**config.mk**
```make
export PLATFORM = sky130hd
export DESIGN_NAME = arbitro_vc_destinos_flat
export DESIGN_NICKNAME = d
export VERILOG_FILES = /design/src/rtl/arbitro_vc_destinos_if.sv /design/src/rtl/arbitro_vc_destinos.sv /design/src/flat_wrapper.sv
export SDC_FILE = /design/constraint.sdc
export NUM_CORES = 1
export LEC_CHECK = 0
export ABC_AREA = 1
export BUFFER_PORTS_ARGS = -buffer_cell sky130_fd_sc_hd__buf_2
export CAP_MARGIN = 40
export CORE_ASPECT_RATIO = 1.2
export CORE_MARGIN = 2
export CORE_UTILIZATION = 47
export DETAILED_ROUTE_END_ITERATION = 10
export PLACE_DENSITY = 0.81
export REMOVE_ABC_BUFFERS = 1
export SLEW_MARGIN = 20
export SYNTH_ARGS = -nofsm -noshare
export SYNTH_HDL_FRONTEND = slang
export SYNTH_SLANG_ARGS = --single-unit
```
**constraint.sdc**
```tcl
create_clock -name clk -period 2.3 [get_ports clk]
set_input_delay 0.23 -clock clk [delete_from_list [all_inputs] [get_ports clk]]
set_output_delay 0.23 -clock clk [all_outputs]
set_load 0.02 [all_outputs]
```
**src/rtl/arbitro_vc_destinos_if.sv**
```systemverilog
// Bundle of the VC-to-destination arbiter signals: VC FIFO side, destination FIFO side
// and the flow-control inputs. The slave modport is the arbiter's view.
interface arbitro_vc_destinos_if #(
    parameter int DATA_WIDTH = 6
);
    logic                  enable;
    logic [3:0]            peso_vc0;
    logic                  vc0_empty;
    logic                  vc1_empty;
    logic [DATA_WIDTH-1:0] vc0_data;
    logic [DATA_WIDTH-1:0] vc1_data;
    logic                  d0_almost_full;
    logic                  d1_almost_full;
    logic                  vc0_pop;
    logic                  vc1_pop;
    logic                  d0_push;
    logic                  d1_push;
    logic [DATA_WIDTH-1:0] data_out;
    logic [1:0]            estado;

    modport slave (
        input  enable, peso_vc0, vc0_empty, vc1_empty, vc0_data, vc1_data,
               d0_almost_full, d1_almost_full,
        output vc0_pop, vc1_pop, d0_push, d1_push, data_out, estado
    );

    modport master (
        output enable, peso_vc0, vc0_empty, vc1_empty, vc0_data, vc1_data,
               d0_almost_full, d1_almost_full,
        input  vc0_pop, vc1_pop, d0_push, d1_push, data_out, estado
    );
endinterface

```
**src/rtl/arbitro_vc_destinos.sv**
```systemverilog
// Weighted arbiter draining VC0/VC1 into destination FIFOs D0/D1: combinational pops,
// registered push stage one cycle later, head word bit data_width-2 picks the destination.
module arbitro_vc_destinos #(
    parameter int data_width = 6
) (
    input  logic                   clk,
    input  logic                   reset,
    arbitro_vc_destinos_if.slave   bus
);
    localparam int DEST_BIT = data_width - 2;

    typedef enum logic [1:0] {
        IDLE      = 2'b00,
        SERVE_VC0 = 2'b01,
        SERVE_VC1 = 2'b10
    } estado_t;

    // Almost-full flag of whichever destination a head word targets.
    function automatic logic dest_af(input logic dest_sel, input logic af0, input logic af1);
        logic r;
        if (dest_sel) begin
            r = af1;
        end else begin
            r = af0;
        end
        return r;
    endfunction

    logic                  elig0_s;
    logic                  elig1_s;
    logic                  grant0_s;
    logic                  grant1_s;
    logic [3:0]            peso_ef_s;
    logic [data_width-1:0] word_s;

    logic [3:0]            cnt_q;
    logic [3:0]            cnt_d;
    estado_t               estado_q;
    estado_t               estado_d;
    logic                  d0_push_q;
    logic                  d0_push_d;
    logic                  d1_push_q;
    logic                  d1_push_d;
    logic [data_width-1:0] data_q;
    logic [data_width-1:0] data_d;

    // Eligibility (head-of-line blocking is intentional) and weighted grant.
    always_comb begin
        elig0_s   = bus.enable & ~bus.vc0_empty &
                    ~dest_af(bus.vc0_data[DEST_BIT], bus.d0_almost_full, bus.d1_almost_full);
        elig1_s   = bus.enable & ~bus.vc1_empty &
                    ~dest_af(bus.vc1_data[DEST_BIT], bus.d0_almost_full, bus.d1_almost_full);
        peso_ef_s = (bus.peso_vc0 == 4'd0) ? 4'd1 : bus.peso_vc0;
        grant0_s  = 1'b0;
        grant1_s  = 1'b0;
        if (elig0_s && elig1_s) begin
            if (cnt_q < peso_ef_s) begin
                grant0_s = 1'b1;
            end else begin
                grant1_s = 1'b1;
            end
        end else if (elig0_s) begin
            grant0_s = 1'b1;
        end else if (elig1_s) begin
            grant1_s = 1'b1;
        end else begin
            grant0_s = 1'b0;
            grant1_s = 1'b0;
        end
    end

    // Next-state values for credit counter, FSM state and push stage.
    always_comb begin
        cnt_d     = cnt_q;
        estado_d  = IDLE;
        word_s    = bus.vc0_data;
        d0_push_d = 1'b0;
        d1_push_d = 1'b0;
        data_d    = data_q;

        if (grant1_s) begin
            cnt_d = 4'd0;
        end else if (grant0_s && elig1_s) begin
            // Saturate rather than wrap so a large weight never flips back to favouring VC0.
            cnt_d = (cnt_q == 4'd15) ? 4'd15 : cnt_q + 4'd1;
        end else if (!elig1_s) begin
            cnt_d = 4'd0;
        end else begin
            cnt_d = cnt_q;
        end

        if (grant0_s) begin
            estado_d = SERVE_VC0;
            word_s   = bus.vc0_data;
        end else if (grant1_s) begin
            estado_d = SERVE_VC1;
            word_s   = bus.vc1_data;
        end else begin
            estado_d = IDLE;
            word_s   = bus.vc0_data;
        end

        if (grant0_s || grant1_s) begin
            d0_push_d = ~word_s[DEST_BIT];
            d1_push_d = word_s[DEST_BIT];
            data_d    = word_s;
        end else begin
            d0_push_d = 1'b0;
            d1_push_d = 1'b0;
            data_d    = data_q;
        end
    end

    // State and registered outputs; reset drops any pending push.
    always_ff @(posedge clk or negedge reset) begin
        if (!reset) begin
            cnt_q     <= 4'd0;
            estado_q  <= IDLE;
            d0_push_q <= 1'b0;
            d1_push_q <= 1'b0;
            data_q    <= {data_width{1'b0}};
        end else begin
            cnt_q     <= cnt_d;
            estado_q  <= estado_d;
            d0_push_q <= d0_push_d;
            d1_push_q <= d1_push_d;
            data_q    <= data_d;
        end
    end

    assign bus.vc0_pop  = grant0_s & reset;
    assign bus.vc1_pop  = grant1_s & reset;
    assign bus.d0_push  = d0_push_q;
    assign bus.d1_push  = d1_push_q;
    assign bus.data_out = data_q;
    assign bus.estado   = estado_q;
endmodule
```
**src/flat_wrapper.sv**
```systemverilog
// flat-port wrapper written by rule: the top's interface ports become plain ports
module arbitro_vc_destinos_flat 
#(
    parameter int data_width = 6
)
  (clk, reset, bus_enable, bus_peso_vc0, bus_vc0_empty, bus_vc1_empty, bus_vc0_data, bus_vc1_data, bus_d0_almost_full, bus_d1_almost_full, bus_vc0_pop, bus_vc1_pop, bus_d0_push, bus_d1_push, bus_data_out, bus_estado);
  arbitro_vc_destinos_if bus_i ();
  input  logic clk;
  input  logic reset;
  input wire logic [$bits(bus_i.enable)-1:0] bus_enable;
  input wire logic [$bits(bus_i.peso_vc0)-1:0] bus_peso_vc0;
  input wire logic [$bits(bus_i.vc0_empty)-1:0] bus_vc0_empty;
  input wire logic [$bits(bus_i.vc1_empty)-1:0] bus_vc1_empty;
  input wire logic [$bits(bus_i.vc0_data)-1:0] bus_vc0_data;
  input wire logic [$bits(bus_i.vc1_data)-1:0] bus_vc1_data;
  input wire logic [$bits(bus_i.d0_almost_full)-1:0] bus_d0_almost_full;
  input wire logic [$bits(bus_i.d1_almost_full)-1:0] bus_d1_almost_full;
  output wire logic [$bits(bus_i.vc0_pop)-1:0] bus_vc0_pop;
  output wire logic [$bits(bus_i.vc1_pop)-1:0] bus_vc1_pop;
  output wire logic [$bits(bus_i.d0_push)-1:0] bus_d0_push;
  output wire logic [$bits(bus_i.d1_push)-1:0] bus_d1_push;
  output wire logic [$bits(bus_i.data_out)-1:0] bus_data_out;
  output wire logic [$bits(bus_i.estado)-1:0] bus_estado;
  assign bus_i.enable = bus_enable;
  assign bus_i.peso_vc0 = bus_peso_vc0;
  assign bus_i.vc0_empty = bus_vc0_empty;
  assign bus_i.vc1_empty = bus_vc1_empty;
  assign bus_i.vc0_data = bus_vc0_data;
  assign bus_i.vc1_data = bus_vc1_data;
  assign bus_i.d0_almost_full = bus_d0_almost_full;
  assign bus_i.d1_almost_full = bus_d1_almost_full;
  assign bus_vc0_pop = bus_i.vc0_pop;
  assign bus_vc1_pop = bus_i.vc1_pop;
  assign bus_d0_push = bus_i.d0_push;
  assign bus_d1_push = bus_i.d1_push;
  assign bus_data_out = bus_i.data_out;
  assign bus_estado = bus_i.estado;
  arbitro_vc_destinos #(.data_width(data_width)) u_core (.clk(clk), .reset(reset), .bus(bus_i));
endmodule
```
Word level (Yosys, flattened, before mapping)
Cells that the tools add are included.
{"block": "classes", "magnitude_cmp": 1, "bitwise_logic": 11, "n_reduce_logical": 4, "n_eq_ne": 2, "add_sub_neg": 1, "muxes": 20}
{"op": "4-bit two-way mux", "count": 5}
{"op": "6-bit two-way mux", "count": 2}
{"op": "1-bit two-way mux", "count": 11}
{"op": "1-bit bitwise AND", "count": 6}
{"op": "1-bit inverter", "count": 5}
{"op": "4-bit by 1-bit adder with 4-bit output, second input constant", "count": 1}
{"op": "4-bit equality test, second input constant", "count": 1}
{"op": "4-bit zero test", "count": 1}
{"op": "4-bit < comparator", "count": 1}
{"op": "2-bit two-way mux", "count": 2}
{"op": "3-bit != test, second input constant", "count": 1}
{"op": "1-bit logical AND", "count": 2}
{"op": "1-bit logical OR", "count": 1}
{"block": "word_totals", "word_cells": 44, "regBits": 14, "output_inout_bits": 12}

Logic depth before layout (Yosys ltp)
{"block": "depth", "ltp_word": 10, "mapped_depth": 12}

Worst setup path before layout
OpenSTA, ideal clock, no wires.
{"block": "synth_path", "kind": "reg2out", "from": "register u_core.cnt_q[3]", "to": "output bus_vc0_pop", "path_slack_ps": 453, "n_path_buf": 0, "arrival_time_ps": 1617, "stages_incl_launch_ff": 8, "required_ps": 2070, "path_cell_list": "dfrtp_1 ha_1 a21o_1 nor3_2 nand2_2 nand2_4 nand2_1 nor2_1"}
{"block": "synth_between", "elab_chain_cells": 4}
{"item": "from (decl)", "line": "arbitro_vc_destinos.sv:36", "rtl": "logic [3:0] cnt_q;"}
{"item": "from (signal assigned)", "line": "arbitro_vc_destinos.sv:123", "rtl": "cnt_q <= cnt_d;"}
{"item": "4-bit < comparator", "line": "arbitro_vc_destinos.sv:57", "rtl": "if (cnt_q < peso_ef_s) begin"}
{"item": "1-bit two-way mux", "line": "arbitro_vc_destinos.sv:57"}
{"item": "1-bit two-way mux", "line": "arbitro_vc_destinos.sv:56", "rtl": "if (elig0_s && elig1_s) begin"}
{"item": "1-bit bitwise AND", "line": "arbitro_vc_destinos.sv:131", "rtl": "assign bus.vc0_pop = grant0_s & reset;"}
{"item": "to (decl)", "line": "flat_wrapper.sv:18", "rtl": "output wire logic [$bits(bus_i.vc0_pop)-1:0] bus_vc0_pop;"}
No other way between the ends.

Final worst setup path
Same ends and word-level chain as after synthesis.

==> metrics.txt <==
Startpoint Class flop; CP Buf/Inv Count 1; CTS tree built; Final period util 92.9%; Syn Std Cell Area 763 µm²; DIE WIDTH 40.8 µm; maximum clock frequency 0.468 GHz; initial cell density of the core 51.5%; Layout Cells excl Fill 156; Max clock buf depth 2; area leader, netlist dfrtp_1; IR drop worst, VDD 0.328 mV; CP max stage delay 400 ps; Core ar. 1480 µm²; antenna violations before repair 0; GRT Residual Overflow 0; Worst Hold Class primary input to flop; Avg Cell Area, Syn 7.79 µm²; clock root buffer clkbuf_4; setup TNS 0 ps; Worst Path Arrival 1910 ps; Die Area 1960 µm²; Max Clock Skew 1.26 ps; Leak 0.636 nW; H-tree levels 1; Synth top cells by count 27 x nand2_1, 19 x inv_1, 14 x dfrtp_1, 13 x nand3_1, 6 x nor2_1; drt drc 0; CP Max Fanout 6; crit-path cells ha_1 -> a21o_1 -> nor3_2 -> nand2_2 -> nand2_4 -> nand2_1 -> nor2_1 -> buf_2; port bufs 34; Rel. slew slack 78.5%; RSZ-0062 raised after global routing no; CP top delay family simple AND/OR/NAND/NOR gates; post-synth cell types 16; slowest library cell on the worst path dfrtp_1; Post-synth EDFFs 0; Max-cap violations 0; Ant. Diodes 0; later-pin clock latency in the skew report 280 ps; first-pass GRT wire length 2830 µm; # rows 15; yosys warns 0; min Tclk post-route 2140 ps; drt pass-1 iters 4; vias 753; Global Route Usage Sum 21.4%; Nets 168; Worst Path Required 2070 ps; Fin. Hold Viols 0; FF-to-FF setup slack 470 ps; CTS Buf Count 3; vias in the first global route 727; pwr dens 566 nW/µm²; largest net degree at the start of global routing 16; post-synthesis cell count 98; sequential fraction of the synthesis area 45.9%; ys flop type dfrtp_1; hold_ws 164 ps; # setup viols final 0; DR WL/cell 10.9 µm; kind of critical path flop to output pin; fill cell count 137; clock sinks 14; IO Count 35; post-placement cell count 149; layout cell share with drive strength beyond 1 34.5%; vias per cell 4.83; Final Instance Area 1010 µm²; final wirelength 1690 µm; Starting DRT DRC Count 27; area grow syn2layout 32.3%; Max Slew Vio Count 0; Routed Antenna Nets 0; RePlAce Congestion 0.761; CP endpoint kind output pin; Post-synth ARST share 100%; Yosys top cell area share 45.9%; clk slew on worst S/H paths 80 ps; post-synthesis register bit count 14; outcome finished, final reports clean; Post-DP HPWL 1320 µm; Worst-Margin Slew 323 ps; synth top area cells dfrtp_1 46%, nand2_1 13%, inv_1 9.3%, nand3_1 8.5%, ha_1 6.6%; total placed instance area 955 µm²; Die Height 48.1 µm; most frequent cell after synthesis nand2_1
-- flip-flops by register name, summed over array words and instances, names as in the netlist --
register / cells
u_core.cnt_q: 4
u_core.bus.d0_push: 1
u_core.bus.estado: 2
u_core.bus.d1_push: 1
u_core.bus.data_out: 6
-- kinds of logic (layout without fill, tap and decap cells) --
logic type | count (synthesis) | in the layout | share of synthesized area, %
AO/OA/AOI/OAI | 7 | 7 | 6.06
buffers and inverters | 21 | 62 | 10.3
adder cells (fa/ha/maj) | 4 | 4 | 6.56
AND/OR/NAND/NOR | 52 | 52 | 31.1
flip-flops | 14 | 14 | 45.9
-- layout make-up --
type	count	area (µm²)	area share (%)
repair buffers	38	203	20.1
flip-flops and latches	14	350	34.7
clock buffers	3	22.5	2.23
well taps	17	21.3	2.11
inverters	21	78.8	7.81
multi-input cells	63	334	33.1
-- timing repair --
| item | CTS | global route |
|---|---|---|
| hold buffers | 1 | 0 |
| buffers inserted | 0 | 3 |
| endpoints found under the setup margin | 0 | 1 |
| hold endpoints to repair | 14 | 0 |
| gates resized for setup | 0 | 0 |
-- where the power goes --
part	internal [W]	leakage [nW]	switching, W
sequential	0.000271	0.182	0.0000133
clock	0.0000608	0.0138	0.0000770
combinational	0.0000577	0.441	0.0000915
total	0.000390	0.636	0.000182
-- through the flow --
stage	power, W	setup slack (ps)	util (%)
after floorplan	0.000372	453	-
after global placement	0.000430	453	64.4
after detailed placement	0.000434	406	64.4
after CTS	0.000571	96.6	66.6
after global routing	0.000609	45.1	68.1
final	0.000572	163	68.1
-- worst paths after layout --
path / from / endpoint / depth (start not counted)
min reg2reg: u_core.bus.data_out[4]$_DFFE_PN0N_ / u_core.bus.data_out[4]$_DFFE_PN0N_ / 2
max reg2reg: u_core.cnt_q[3]$_DFFE_PN0P_ / u_core.bus.data_out[0]$_DFFE_PN0N_ / 10
max in group asynchronous: reset / u_core.bus.data_out[4]$_DFFE_PN0N_ / 2
min: bus_vc1_data[5] / u_core.bus.data_out[5]$_DFFE_PN0N_ / 3
max: u_core.cnt_q[3]$_DFFE_PN0P_ / bus_vc0_pop / 8
min in group asynchronous: reset / u_core.cnt_q[2]$_DFFE_PN0P_ / 2
-- layout by cell type, fill, tap and decap left out, drive strengths merged --
cell,instances
a21oi,4
buf,37
nor2,6
nand2,30
clkbuf,3
nand3,14
a21o,1
nor3,2
dlygate4sd3,1
dfrtp,14
ha,4
a211oi,2
inv,21
-- routing by layer --
layer / share of wire, % / global-route usage, % / vias up / wire (µm)
met5: 0 / 0 / - / 0
met4: 1.4 / 9.33 / 0 / 24
met2: 53 / 38.1 / 24 / 904
li1: - / - / 385 / -
met1: 39 / 22.6 / 340 / 668
met3: 5.7 / 6.39 / 4 / 96
-- tightest hold or removal path, stage by stage --
cell and delay (ps):
buf_2 70, nand2_1 40, nand3_1 70
(Power assumes the default switching activity.)
